`config.mk`:
```
export PLATFORM = sky130hd
export DESIGN_NAME = simd_bram_dma_flat
export DESIGN_NICKNAME = d
export VERILOG_FILES = /design/src/rtl/simd_bram_dma_pkg.sv /design/src/rtl/simd_bram_dma_if.sv /design/src/rtl/simd_bram_dma_addr_gen.sv /design/src/rtl/simd_bram_dma.sv /design/src/flat_wrapper.sv
export SDC_FILE = /design/constraint.sdc
export NUM_CORES = 2
export LEC_CHECK = 0
export CAP_MARGIN = 15
export CORE_AREA = 3 3 659 661
export CTS_CLUSTER_SIZE = 12
export DETAILED_ROUTE_END_ITERATION = 7
export DIE_AREA = 0 0 662 664
export PLACE_DENSITY = 0.31
export SETUP_SLACK_MARGIN = 0.5
export SKIP_CTS_REPAIR_TIMING = 1
export SYNTH_ARGS = -nofsm -noshare
export SYNTH_HDL_FRONTEND = slang
export SYNTH_HIERARCHICAL = 1
export SYNTH_SLANG_ARGS = --single-unit
export TNS_END_PERCENT = 10
```
`constraint.sdc`:
```
create_clock -name clk_i -period 125.7 [get_ports clk_i]
set_clock_uncertainty 0.15 [all_clocks]
set_input_delay 25.14 -clock clk_i [delete_from_list [all_inputs] [get_ports clk_i]]
set_output_delay 25.14 -clock clk_i [all_outputs]
set_load 0.03 [all_outputs]
```
`src/rtl/simd_bram_dma_pkg.sv`:
```
// Shared types and defaults for the SIMD operand-BRAM port-B DMA master.
package simd_dma_pkg;

   localparam int unsigned LANES_DEF   = 16;
   localparam int unsigned DW_DEF      = 32;
   localparam int unsigned AW          = 32;
   localparam logic [AW-1:0] A_BASE_DEF  = 32'd0;
   localparam logic [AW-1:0] B_BASE_DEF  = 32'd16;
   localparam logic [AW-1:0] R_BASE_DEF  = 32'd32;
   localparam logic [3:0]    WE_CODE_DEF = 4'h7;

   typedef enum logic [2:0] {
      S_IDLE,
      S_LOAD_A,
      S_LOAD_B,
      S_ISSUE,
      S_WAIT_RES,
      S_STORE,
      S_DONE
   } dma_state_e;

   // Saturating 32-bit increment for the pass-duration counter.
   function automatic logic [AW-1:0] sat_inc32(input logic [AW-1:0] v);
      return (v == {AW{1'b1}}) ? v : v + 32'd1;
   endfunction

endpackage

```
`src/rtl/simd_bram_dma_if.sv`:
```
// Bundle of control, BRAM port-B and SIMD handshake signals for simd_bram_dma.
interface simd_bram_dma_if
   import simd_dma_pkg::*;
#(
   parameter int unsigned LANES = LANES_DEF,
   parameter int unsigned DW    = DW_DEF
);
   logic                      start;
   logic                      busy;
   logic                      done;
   logic [AW-1:0]             addrb;
   logic [DW-1:0]             dinb;
   logic [DW-1:0]             doutb;
   logic                      enb;
   logic [3:0]                web;
   logic [LANES-1:0][DW-1:0]  vec_a;
   logic [LANES-1:0][DW-1:0]  vec_b;
   logic                      op_valid;
   logic                      op_ready;
   logic [LANES-1:0][DW-1:0]  res;
   logic                      res_valid;
   logic                      res_ready;
   logic [AW-1:0]             cycle_count;

   modport master (
      input  start, doutb, op_ready, res, res_valid,
      output busy, done, addrb, dinb, enb, web, vec_a, vec_b,
             op_valid, res_ready, cycle_count
   );

   modport slave (
      output start, doutb, op_ready, res, res_valid,
      input  busy, done, addrb, dinb, enb, web, vec_a, vec_b,
             op_valid, res_ready, cycle_count
   );
endinterface

```
`src/rtl/simd_bram_dma_addr_gen.sv`:
```
// Lane index counter plus base+idx adder; nxt_addr_o is the address for the
// index the counter will hold after this edge, so the top can register it.
module simd_dma_addr_gen
   import simd_dma_pkg::*;
#(
   parameter int unsigned LANES = LANES_DEF,
   localparam int unsigned IW   = (LANES > 1) ? $clog2(LANES) : 1
) (
   input  logic          clk_i,
   input  logic          rst_i,
   input  logic          clr_i,
   input  logic          inc_i,
   input  logic [AW-1:0] base_i,
   output logic [IW-1:0] idx_o,
   output logic [IW-1:0] nxt_idx_o,
   output logic          last_o,
   output logic [AW-1:0] nxt_addr_o
);

   logic [IW-1:0] idx_q;
   logic [IW-1:0] idx_d;

   always_comb begin
      idx_d = idx_q;
      if (clr_i)      idx_d = '0;
      else if (inc_i) idx_d = idx_q + IW'(1);
   end

   always_ff @(posedge clk_i or posedge rst_i) begin
      if (rst_i) idx_q <= '0;
      else       idx_q <= idx_d;
   end

   assign idx_o      = idx_q;
   assign nxt_idx_o  = idx_d;
   assign last_o     = (idx_q == IW'(LANES - 1));
   assign nxt_addr_o = base_i + AW'(idx_d);

endmodule

```
`src/rtl/simd_bram_dma.sv`:
```
// Port-B DMA master: loads vectors A/B from BRAM, hands them to the SIMD array,
// stores the result back. Define SIMD_DMA_CYCLE_CNT_EN to enable cycle_count.
module simd_bram_dma
   import simd_dma_pkg::*;
#(
   parameter int unsigned   LANES   = LANES_DEF,
   parameter int unsigned   DW      = DW_DEF,
   parameter logic [AW-1:0] A_BASE  = A_BASE_DEF,
   parameter logic [AW-1:0] B_BASE  = B_BASE_DEF,
   parameter logic [AW-1:0] R_BASE  = R_BASE_DEF,
   parameter logic [3:0]    WE_CODE = WE_CODE_DEF
) (
   input  logic             clk_i,
   input  logic             rst_i,
   simd_bram_dma_if.master  dma
);

   localparam int unsigned IW = (LANES > 1) ? $clog2(LANES) : 1;

   dma_state_e               state_q;
   logic [AW-1:0]            addrb_q;
   logic [DW-1:0]            dinb_q;
   logic                     enb_q;
   logic [3:0]               web_q;
   logic [LANES-1:0][DW-1:0] vec_a_q;
   logic [LANES-1:0][DW-1:0] vec_b_q;
   logic [LANES-1:0][DW-1:0] resbuf_q;
   logic                     op_valid_q;
   logic                     res_ready_q;
   logic                     done_q;
   logic                     busy_q;

   logic                     clr_c;
   logic                     inc_c;
   logic [AW-1:0]            base_c;
   logic [IW-1:0]            idx;
   logic [IW-1:0]            nxt_idx;
   logic                     last;
   logic [AW-1:0]            nxt_addr;

   simd_dma_addr_gen #(.LANES(LANES)) u_addr_gen (
      .clk_i      (clk_i),
      .rst_i      (rst_i),
      .clr_i      (clr_c),
      .inc_i      (inc_c),
      .base_i     (base_c),
      .idx_o      (idx),
      .nxt_idx_o  (nxt_idx),
      .last_o     (last),
      .nxt_addr_o (nxt_addr)
   );

   // Index control; base_c selects the region the next cycle will address.
   always_comb begin
      clr_c  = 1'b0;
      inc_c  = 1'b0;
      base_c = A_BASE;
      unique case (state_q)
         S_IDLE:     clr_c = dma.start;
         S_LOAD_A: begin
            inc_c  = !last;
            clr_c  = last;
            base_c = last ? B_BASE : A_BASE;
         end
         S_LOAD_B: begin
            inc_c  = !last;
            clr_c  = last;
            base_c = B_BASE;
         end
         S_WAIT_RES: begin
            clr_c  = dma.res_valid;
            base_c = R_BASE;
         end
         S_STORE: begin
            inc_c  = !last;
            clr_c  = last;
            base_c = R_BASE;
         end
         default: ;
      endcase
   end

   always_ff @(posedge clk_i or posedge rst_i) begin
      if (rst_i) begin
         state_q     <= S_IDLE;
         addrb_q     <= '0;
         dinb_q      <= '0;
         enb_q       <= 1'b0;
         web_q       <= '0;
         vec_a_q     <= '0;
         vec_b_q     <= '0;
         resbuf_q    <= '0;
         op_valid_q  <= 1'b0;
         res_ready_q <= 1'b0;
         done_q      <= 1'b0;
         busy_q      <= 1'b0;
      end else begin
         unique case (state_q)
            S_IDLE: begin
               if (dma.start) begin
                  state_q <= S_LOAD_A;
                  busy_q  <= 1'b1;
                  enb_q   <= 1'b1;
                  addrb_q <= nxt_addr;
               end
            end
            S_LOAD_A: begin
               vec_a_q[idx] <= dma.doutb;
               addrb_q      <= nxt_addr;
               if (last) state_q <= S_LOAD_B;
            end
            S_LOAD_B: begin
               vec_b_q[idx] <= dma.doutb;
               if (last) begin
                  state_q    <= S_ISSUE;
                  enb_q      <= 1'b0;
                  op_valid_q <= 1'b1;
               end else begin
                  addrb_q <= nxt_addr;
               end
            end
            S_ISSUE: begin
               if (dma.op_ready) begin
                  state_q     <= S_WAIT_RES;
                  op_valid_q  <= 1'b0;
                  res_ready_q <= 1'b1;
               end
            end
            S_WAIT_RES: begin
               // Lane 0 goes straight to dinb so the first write needs no extra cycle.
               if (dma.res_valid) begin
                  state_q     <= S_STORE;
                  res_ready_q <= 1'b0;
                  resbuf_q    <= dma.res;
                  enb_q       <= 1'b1;
                  web_q       <= WE_CODE;
                  addrb_q     <= nxt_addr;
                  dinb_q      <= dma.res[0];
               end
            end
            S_STORE: begin
               if (last) begin
                  state_q <= S_DONE;
                  enb_q   <= 1'b0;
                  web_q   <= '0;
                  done_q  <= 1'b1;
               end else begin
                  addrb_q <= nxt_addr;
                  dinb_q  <= resbuf_q[nxt_idx];
               end
            end
            S_DONE: begin
               state_q <= S_IDLE;
               done_q  <= 1'b0;
               busy_q  <= 1'b0;
            end
            default: state_q <= S_IDLE;
         endcase
      end
   end

`ifdef SIMD_DMA_CYCLE_CNT_EN
   logic [AW-1:0] cnt_q;

   // Counts every busy cycle including DONE, then holds until the next start.
   always_ff @(posedge clk_i or posedge rst_i) begin
      if (rst_i) begin
         cnt_q <= '0;
      end else if (state_q == S_IDLE) begin
         if (dma.start) cnt_q <= '0;
      end else begin
         cnt_q <= sat_inc32(cnt_q);
      end
   end

   assign dma.cycle_count = cnt_q;
`else
   assign dma.cycle_count = '0;
`endif

   assign dma.busy      = busy_q;
   assign dma.done      = done_q;
   assign dma.addrb     = addrb_q;
   assign dma.dinb      = dinb_q;
   assign dma.enb       = enb_q;
   assign dma.web       = web_q;
   assign dma.vec_a     = vec_a_q;
   assign dma.vec_b     = vec_b_q;
   assign dma.op_valid  = op_valid_q;
   assign dma.res_ready = res_ready_q;

endmodule

```
`src/flat_wrapper.sv`:
```
// flat-port wrapper written by rule: the top's interface ports become plain ports
module simd_bram_dma_flat import simd_dma_pkg::*;
#(
   parameter int unsigned   LANES   = LANES_DEF,
   parameter int unsigned   DW      = DW_DEF,
   parameter logic [AW-1:0] A_BASE  = A_BASE_DEF,
   parameter logic [AW-1:0] B_BASE  = B_BASE_DEF,
   parameter logic [AW-1:0] R_BASE  = R_BASE_DEF,
   parameter logic [3:0]    WE_CODE = WE_CODE_DEF
)
  (clk_i, rst_i, dma_start, dma_doutb, dma_op_ready, dma_res, dma_res_valid, dma_busy, dma_done, dma_addrb, dma_dinb, dma_enb, dma_web, dma_vec_a, dma_vec_b, dma_op_valid, dma_res_ready, dma_cycle_count);
  simd_bram_dma_if #(.LANES(LANES), .DW(DW)) dma_i ();
  input  logic clk_i;
  input  logic rst_i;
  input wire logic [$bits(dma_i.start)-1:0] dma_start;
  input wire logic [$bits(dma_i.doutb)-1:0] dma_doutb;
  input wire logic [$bits(dma_i.op_ready)-1:0] dma_op_ready;
  input wire logic [$bits(dma_i.res)-1:0] dma_res;
  input wire logic [$bits(dma_i.res_valid)-1:0] dma_res_valid;
  output wire logic [$bits(dma_i.busy)-1:0] dma_busy;
  output wire logic [$bits(dma_i.done)-1:0] dma_done;
  output wire logic [$bits(dma_i.addrb)-1:0] dma_addrb;
  output wire logic [$bits(dma_i.dinb)-1:0] dma_dinb;
  output wire logic [$bits(dma_i.enb)-1:0] dma_enb;
  output wire logic [$bits(dma_i.web)-1:0] dma_web;
  output wire logic [$bits(dma_i.vec_a)-1:0] dma_vec_a;
  output wire logic [$bits(dma_i.vec_b)-1:0] dma_vec_b;
  output wire logic [$bits(dma_i.op_valid)-1:0] dma_op_valid;
  output wire logic [$bits(dma_i.res_ready)-1:0] dma_res_ready;
  output wire logic [$bits(dma_i.cycle_count)-1:0] dma_cycle_count;
  assign dma_i.start = dma_start;
  assign dma_i.doutb = dma_doutb;
  assign dma_i.op_ready = dma_op_ready;
  assign dma_i.res = dma_res;
  assign dma_i.res_valid = dma_res_valid;
  assign dma_busy = dma_i.busy;
  assign dma_done = dma_i.done;
  assign dma_addrb = dma_i.addrb;
  assign dma_dinb = dma_i.dinb;
  assign dma_enb = dma_i.enb;
  assign dma_web = dma_i.web;
  assign dma_vec_a = dma_i.vec_a;
  assign dma_vec_b = dma_i.vec_b;
  assign dma_op_valid = dma_i.op_valid;
  assign dma_res_ready = dma_i.res_ready;
  assign dma_cycle_count = dma_i.cycle_count;
  simd_bram_dma #(.LANES(LANES), .DW(DW), .A_BASE(A_BASE), .B_BASE(B_BASE), .R_BASE(R_BASE), .WE_CODE(WE_CODE)) u_core (.clk_i(clk_i), .rst_i(rst_i), .dma(dma_i));
endmodule
```
---- Word-level counts from Yosys, hierarchy flattened ----
Cells that the tools add are included.
word-level totals
  bits in registers ....................... 1616
  bits in latches ......................... 0
  bits in writable memories ............... 0
  memory bits (read-only) ................. 0
  bits of input ports ..................... 549
  memories ................................ 0
cells by class
  add/sub/neg operators ................... 2
  $mul .................................... 0
  divide/modulo/power cells ............... 0
  order comparisons ....................... 3
  equality and inequality tests ........... 16
  shifts and indexed selects .............. 0
  multiplexer cells ....................... 41
  bitwise logic cells ..................... 0
  reductions and logical operators ........ 23
operator list
  cell                  number
  $bwmux W512           2
  $mux W32              7
  $bmux W32 S4          1
  $demux W32 S4         1
  $pmux W32 S4          1
  $pmux W32 S3          1
  $pmux W32 S2          1
  $add A32 B4 Y32       1
  $mux W3               6
  $pmux W3 S6           1
  $mux W4               4
  $reduce_and A3 Y1     4
  $lt A4 B5 Y1 const B  2
  $ne A2 B2 Y1 const B  5
  $reduce_bool A2 Y1    5
  $eq A3 B3 Y1 const B  3
  $mux W1               8
  $ne A2 B1 Y1 const B  4
  $pmux W1 S2           4
  $pmux W4 S2           1
  $reduce_and A4 Y1     2
  $eq A3 B2 Y1 const B  2
  $pmux W1 S3           2
  $reduce_and A2 Y1     3
  13 further kinds      14

---- Longest topological paths before layout ----
  depth after elaboration ................. 9
  mapped depth ............................ 14
  gate-level depth less buffers ........... 12

---- Hierarchy ----
Netlist, hierarchy kept.
by module, submodules not included
  module             times used  cells each  area an instance (um^2)
  simd_bram_dma      1           5156        64640.7
  simd_dma_addr_gen  1           123         915.9

---- Least setup slack after synthesis ----
Ideal clock, no wire load.
  path kind ............................... in2reg
  start ................................... input dma_res_valid
  end ..................................... register u_core.dinb_q[0], in the netlist u_core/dma.dinb[0]
  setup time .............................. 0.141 ns
  data arrival time ....................... 27.370 ns
  slack ................................... 98.039 ns
  cell stages on the path ................. 11
  buffers on the path ..................... 2
  cells stage by stage .................... mux2i_1 -> nor2_1 -> a21oi_1 -> o21ai_0 -> nor2_1 -> buf_2 -> buf_2 -> mux4_2 -> a2bb2oi_1 -> nand3_1 -> a31oi_1
on the way
  word-level cells in the longest chain between the ends .. 6
  elaborated cells on any way between the ends .. 8
  classes of those cells .................. 1 x eq/ne; 6 x mux; 1 x reduce/logical
RTL lines
  item                            RTL line                      RTL
  start: declaration              flat_wrapper.sv:19            input wire logic [$bits(dma_i.res_valid)-1:0] dma_res_valid;
  $pmux W1 S3                     simd_bram_dma.sv:58           unique case (state_q)
  net u_core.clr_c                simd_bram_dma.sv:33           logic clr_c;
  $mux W4                         simd_bram_dma_addr_gen.sv:25  if (clr_i) idx_d = '0;
  net u_core.nxt_idx[1]           simd_bram_dma.sv:37           logic [IW-1:0] nxt_idx;
  $bmux W32 S4                    simd_bram_dma.sv:149          dinb_q <= resbuf_q[nxt_idx];
  $mux W32 (implied by the code)  simd_bram_dma.sv:149
  $mux W32                        simd_bram_dma.sv:142          if (last) begin
  $pmux W32 S2                    simd_bram_dma.sv:98           unique case (state_q)
  end signal: assignment          simd_bram_dma.sv:138          dinb_q <= dma.res[0];
  end signal: assignment          simd_bram_dma.sv:149
  end: declaration                simd_bram_dma.sv:22           logic [DW-1:0] dinb_q;
The timed path passes the listed nets, and every way through them passes these cells. The select of a mux whose other input is x is not followed.
A chain may end at the register's enable or synchronous reset.

---- Final worst setup path ----
  start ................................... input dma_res_valid
  end ..................................... register u_core/resbuf_q[180] (netlist bit)
on the way
  word-level cells in the longest chain between the ends .. 1
RTL lines
  item                         RTL line              RTL
  $reduce_and A2 Y1 (no line)  --
  end signal: assignment       simd_bram_dma.sv:134  resbuf_q <= dma.res;
  end: declaration             simd_bram_dma.sv:27   logic [LANES-1:0][DW-1:0] resbuf_q;
No other way between the ends.

==> results by group <==
Logic synthesis
  • Main combinational cell family by area after synthesis: multiplexers
  • Mean post-synth cell area: 12.42 µm²
  • Area share of fa/ha/maj cells after synthesis: 0.001260
  • Post-Syn Area: 65560 µm²
  • #FFs+latches synth: 1613
  • Register area share after synthesis: 0.6157
  • Top FF cell, synth: dfrtp_1
  • Cells after Synth: 5279
  • Number of enable flip-flop cells after synthesis: 0
  • Synth area leader: dfrtp_1
  • Post-synth ARST share: 1.000
  • Count of different cell masters after synthesis: 55
  • Yosys warns: 6
  • Simple-gate share of the synthesized area: 0.1047
  • Compound-cell area share of the yosys netlist: 0.02006
  • Synth area leaders: dfrtp_1 (62%), mux2_2 (17%), nand2_1 (9.2%)
  • Share of the synthesized area in the top cell type: 0.6157
  • XOR/XNOR Fraction of Synth Area: 0.004275
  • Post-synthesis mux area share: 0.2249

Setup path
  • Worst-path fanout max: 93
  • CP endpoint kind: register
  • CP startpoint kind: primary input
  • Critical path arrival: 30.54 ns
  • CP Cell Sequence: clkdlybuf4s50_1 > nand3_4 > buf_4 > buf_4 > buf_4 > buf_4 > nand2_1 > nand2_1
  • WP data required: 126.34 ns
  • Slowest CP cell: buf_4
  • Crit path kind: in2reg
  • Max stage delay on crit path: 0.98 ns
  • Most common cell on crit path: buf_4

Route
  • DR iter-0 viols: 2393
  • Wire length per cell: 28.42 µm
  • Final antenna-violating net count: 0
  • Drt first pass iters: 5
  • Total wire length: 365200 µm
  • # DRC: 0
  • Via count: 48090
  • Detailed-route vias per instance: 3.742

Timing
  • Final Hold Fails: 0
  • FMAX: 33.44 MHz
  • Worst slew pin tran: 1.410 ns
  • Worst slew margin relative to its limit: 0.06017
  • Max-slew violations: 0
  • Final setup viols: 0
  • RSZ-0062 raised after global routing: no
  • Final hold slack: 0.3205 ns
  • Total Neg Setup Slack: 0 ns
  • Period utilization: 0.2379
  • Minimum clock period: 29.90 ns

Placement
  • Placed inst area: 88720 µm²
  • Detailed placement HPWL: 270200 µm
  • # port buffers: 1644
  • GPL Wtd Cong: 0.7836

Clock network
  • Num CTS Buffers: 208
  • CTS H-tree lvls: 4
  • Clk Latency, worst-skew pair: 0.90 ns
  • Clock sinks: 1613
  • CTS tree: yes
  • CTS Root Cell: clkbuf_16
  • Clock Path Buffers: 4
  • Clock transition at the registers of the reported paths: 0.06 ns

Job
  • Maximum capacitance violations: 0

Floorplanning
  • Die area: 439600 µm²
  • # IOs: 1678
  • Row cnt: 241
  • Core Footprint: 429700 µm²
  • Starting Density: 0.1526
  • Die height: 664 µm
  • Horiz. Die Dim: 662 µm

Layout
  • Finished Cell Area: 95830 µm²
  • Most frequent cells in the layout: dfrtp_1 (1613), clkdlybuf4s50_1 (1612), nand2_1 (1594)
  • Area grow syn2layout: 46.19%
  • Nets: 7494
  • # fillers: 46140
  • Most common cell after layout, fill and taps aside: dfrtp_1
  • Share of layout cells above drive strength 1: 0.2294

Power and ir drop
  • Power density cells: 25.77 nW/µm²
  • VDD IR max: 0.00003389 V
  • Pleak: 0.04181 µW

GRT
  • First-pass GRT wire length: 481500 µm
  • Initial antenna violation count: 107
  • Pin count of the biggest net entering global routing: 191
  • GRT Residual Overflow: 0
  • Vias in the first global route: 50490
  • Overall Global Routing Usage: 0.1603

Min path
  • Tightest Hold Check Type: reg2reg

Run status
  • Status: complete, no violations
-- final cells by class --
class                   instances  area [µm²]  area share
clock buffers                 321        6291     0.06564
well taps                    5710        7144     0.07455
clock inverters                57       737.0    0.007690
inverters                       8       37.54   0.0003917
flip-flops and latches       1613       40360      0.4212
diodes                         34       85.08   0.0008878
repair buffers               1753       17160      0.1791
multi-input cells            3355       24010      0.2506
-- synthesized netlist by cell type, types with 10 or more instances --
library cell	count
clkbuf_1	259
a31oi_1	35
nand4_1	10
buf_2	65
mux2_4	30
mux2_2	1013
mux4_2	64
o21ai_0	43
nand2_1	1612
a21oi_1	13
o22ai_1	33
buf_4	44
nor2_1	24
buf_1	53
nand3_1	47
mux2i_1	130
xnor2_1	17
a2bb2oi_1	32
mux2_1	13
a221oi_1	33
dfrtp_1	1613
xor2_1	15
-- critical path, delay by kind of cell --
family,cells,cell delay [ns]
buffers and inverters,5,4.09
AND/OR/NAND/NOR,3,1.04
-- power breakdown --
part	switching, µW	internal, µW	total, µW
logic	640	414	1050
registers	112	684	796
clock network	251	368	619
total	1000	1470	2470
-- path summary, 6_finish.rpt --
check                                           from                         end  slack, ns  cells past startpoint
worst max-delay path                   dma_res_valid        u_core/resbuf_q[180]      95.80                      8
worst min-delay path            u_core/resbuf_q[330]        u_core/resbuf_q[330]       0.32                      2
worst max register to register     u_core/state_q[1]        u_core/resbuf_q[180]     119.52                      8
worst min register to register  u_core/resbuf_q[330]        u_core/resbuf_q[330]       0.32                      2
max in group asynchronous                      rst_i       u_core/dma.vec_b[332]      96.14                      7
min in group asynchronous                      rst_i  u_core/u_addr_gen/idx_o[3]      24.60                      2
-- layer usage --
metal / track usage / part of all wire / wire (µm) / vias to the layer above
met4: 0.03866 / 0.027 / 9908 / 86
met5: 0 / 0.0015 / 561 / -
met2: 0.3055 / 0.54 / 195600 / 1538
met3: 0.04686 / 0.073 / 26510 / 469
li1: - / - / - / 20980
met1: 0.1706 / 0.36 / 132600 / 25020
-- state kept, by name (all words and copies together), names as in the netlist --
| name | count |
|---|---|
| u_core/resbuf_q | 512 |
| u_core/dma.dinb | 32 |
| u_core/dma.res_ready | 1 |
| u_core/dma.vec_b | 512 |
| u_core/dma.vec_a | 512 |
| u_core/u_addr_gen/idx_o | 4 |
| u_core/state_q | 3 |
| u_core/dma.busy | 1 |
| u_core/dma.web | 1 |
| u_core/dma.op_valid | 1 |
| u_core/dma.enb | 1 |
| u_core/dma.done | 1 |
| u_core/dma.addrb | 32 |
-- through the flow --
stage	instances	total power [µW]	worst slack, ns	utilization
after floorplan	5401	1350	55.01	-
after global placement	12440	1887	94.85	0.2065
after detailed placement	12440	1895	94.83	0.2065
after CTS	12820	2533	95.80	0.2228
after global routing	12820	2592	95.44	0.2228
final	12850	2469	95.80	0.2230
-- logic make-up after synthesis --
kind of cell    after synthesis
mux                        1250
compound gates              194
other cells                   1
xor+xnor                     32
simple gates               1750
flops                      1613
buf+inv                     433
fa+ha+maj                     6
Power figures use the tool's default switching activity.
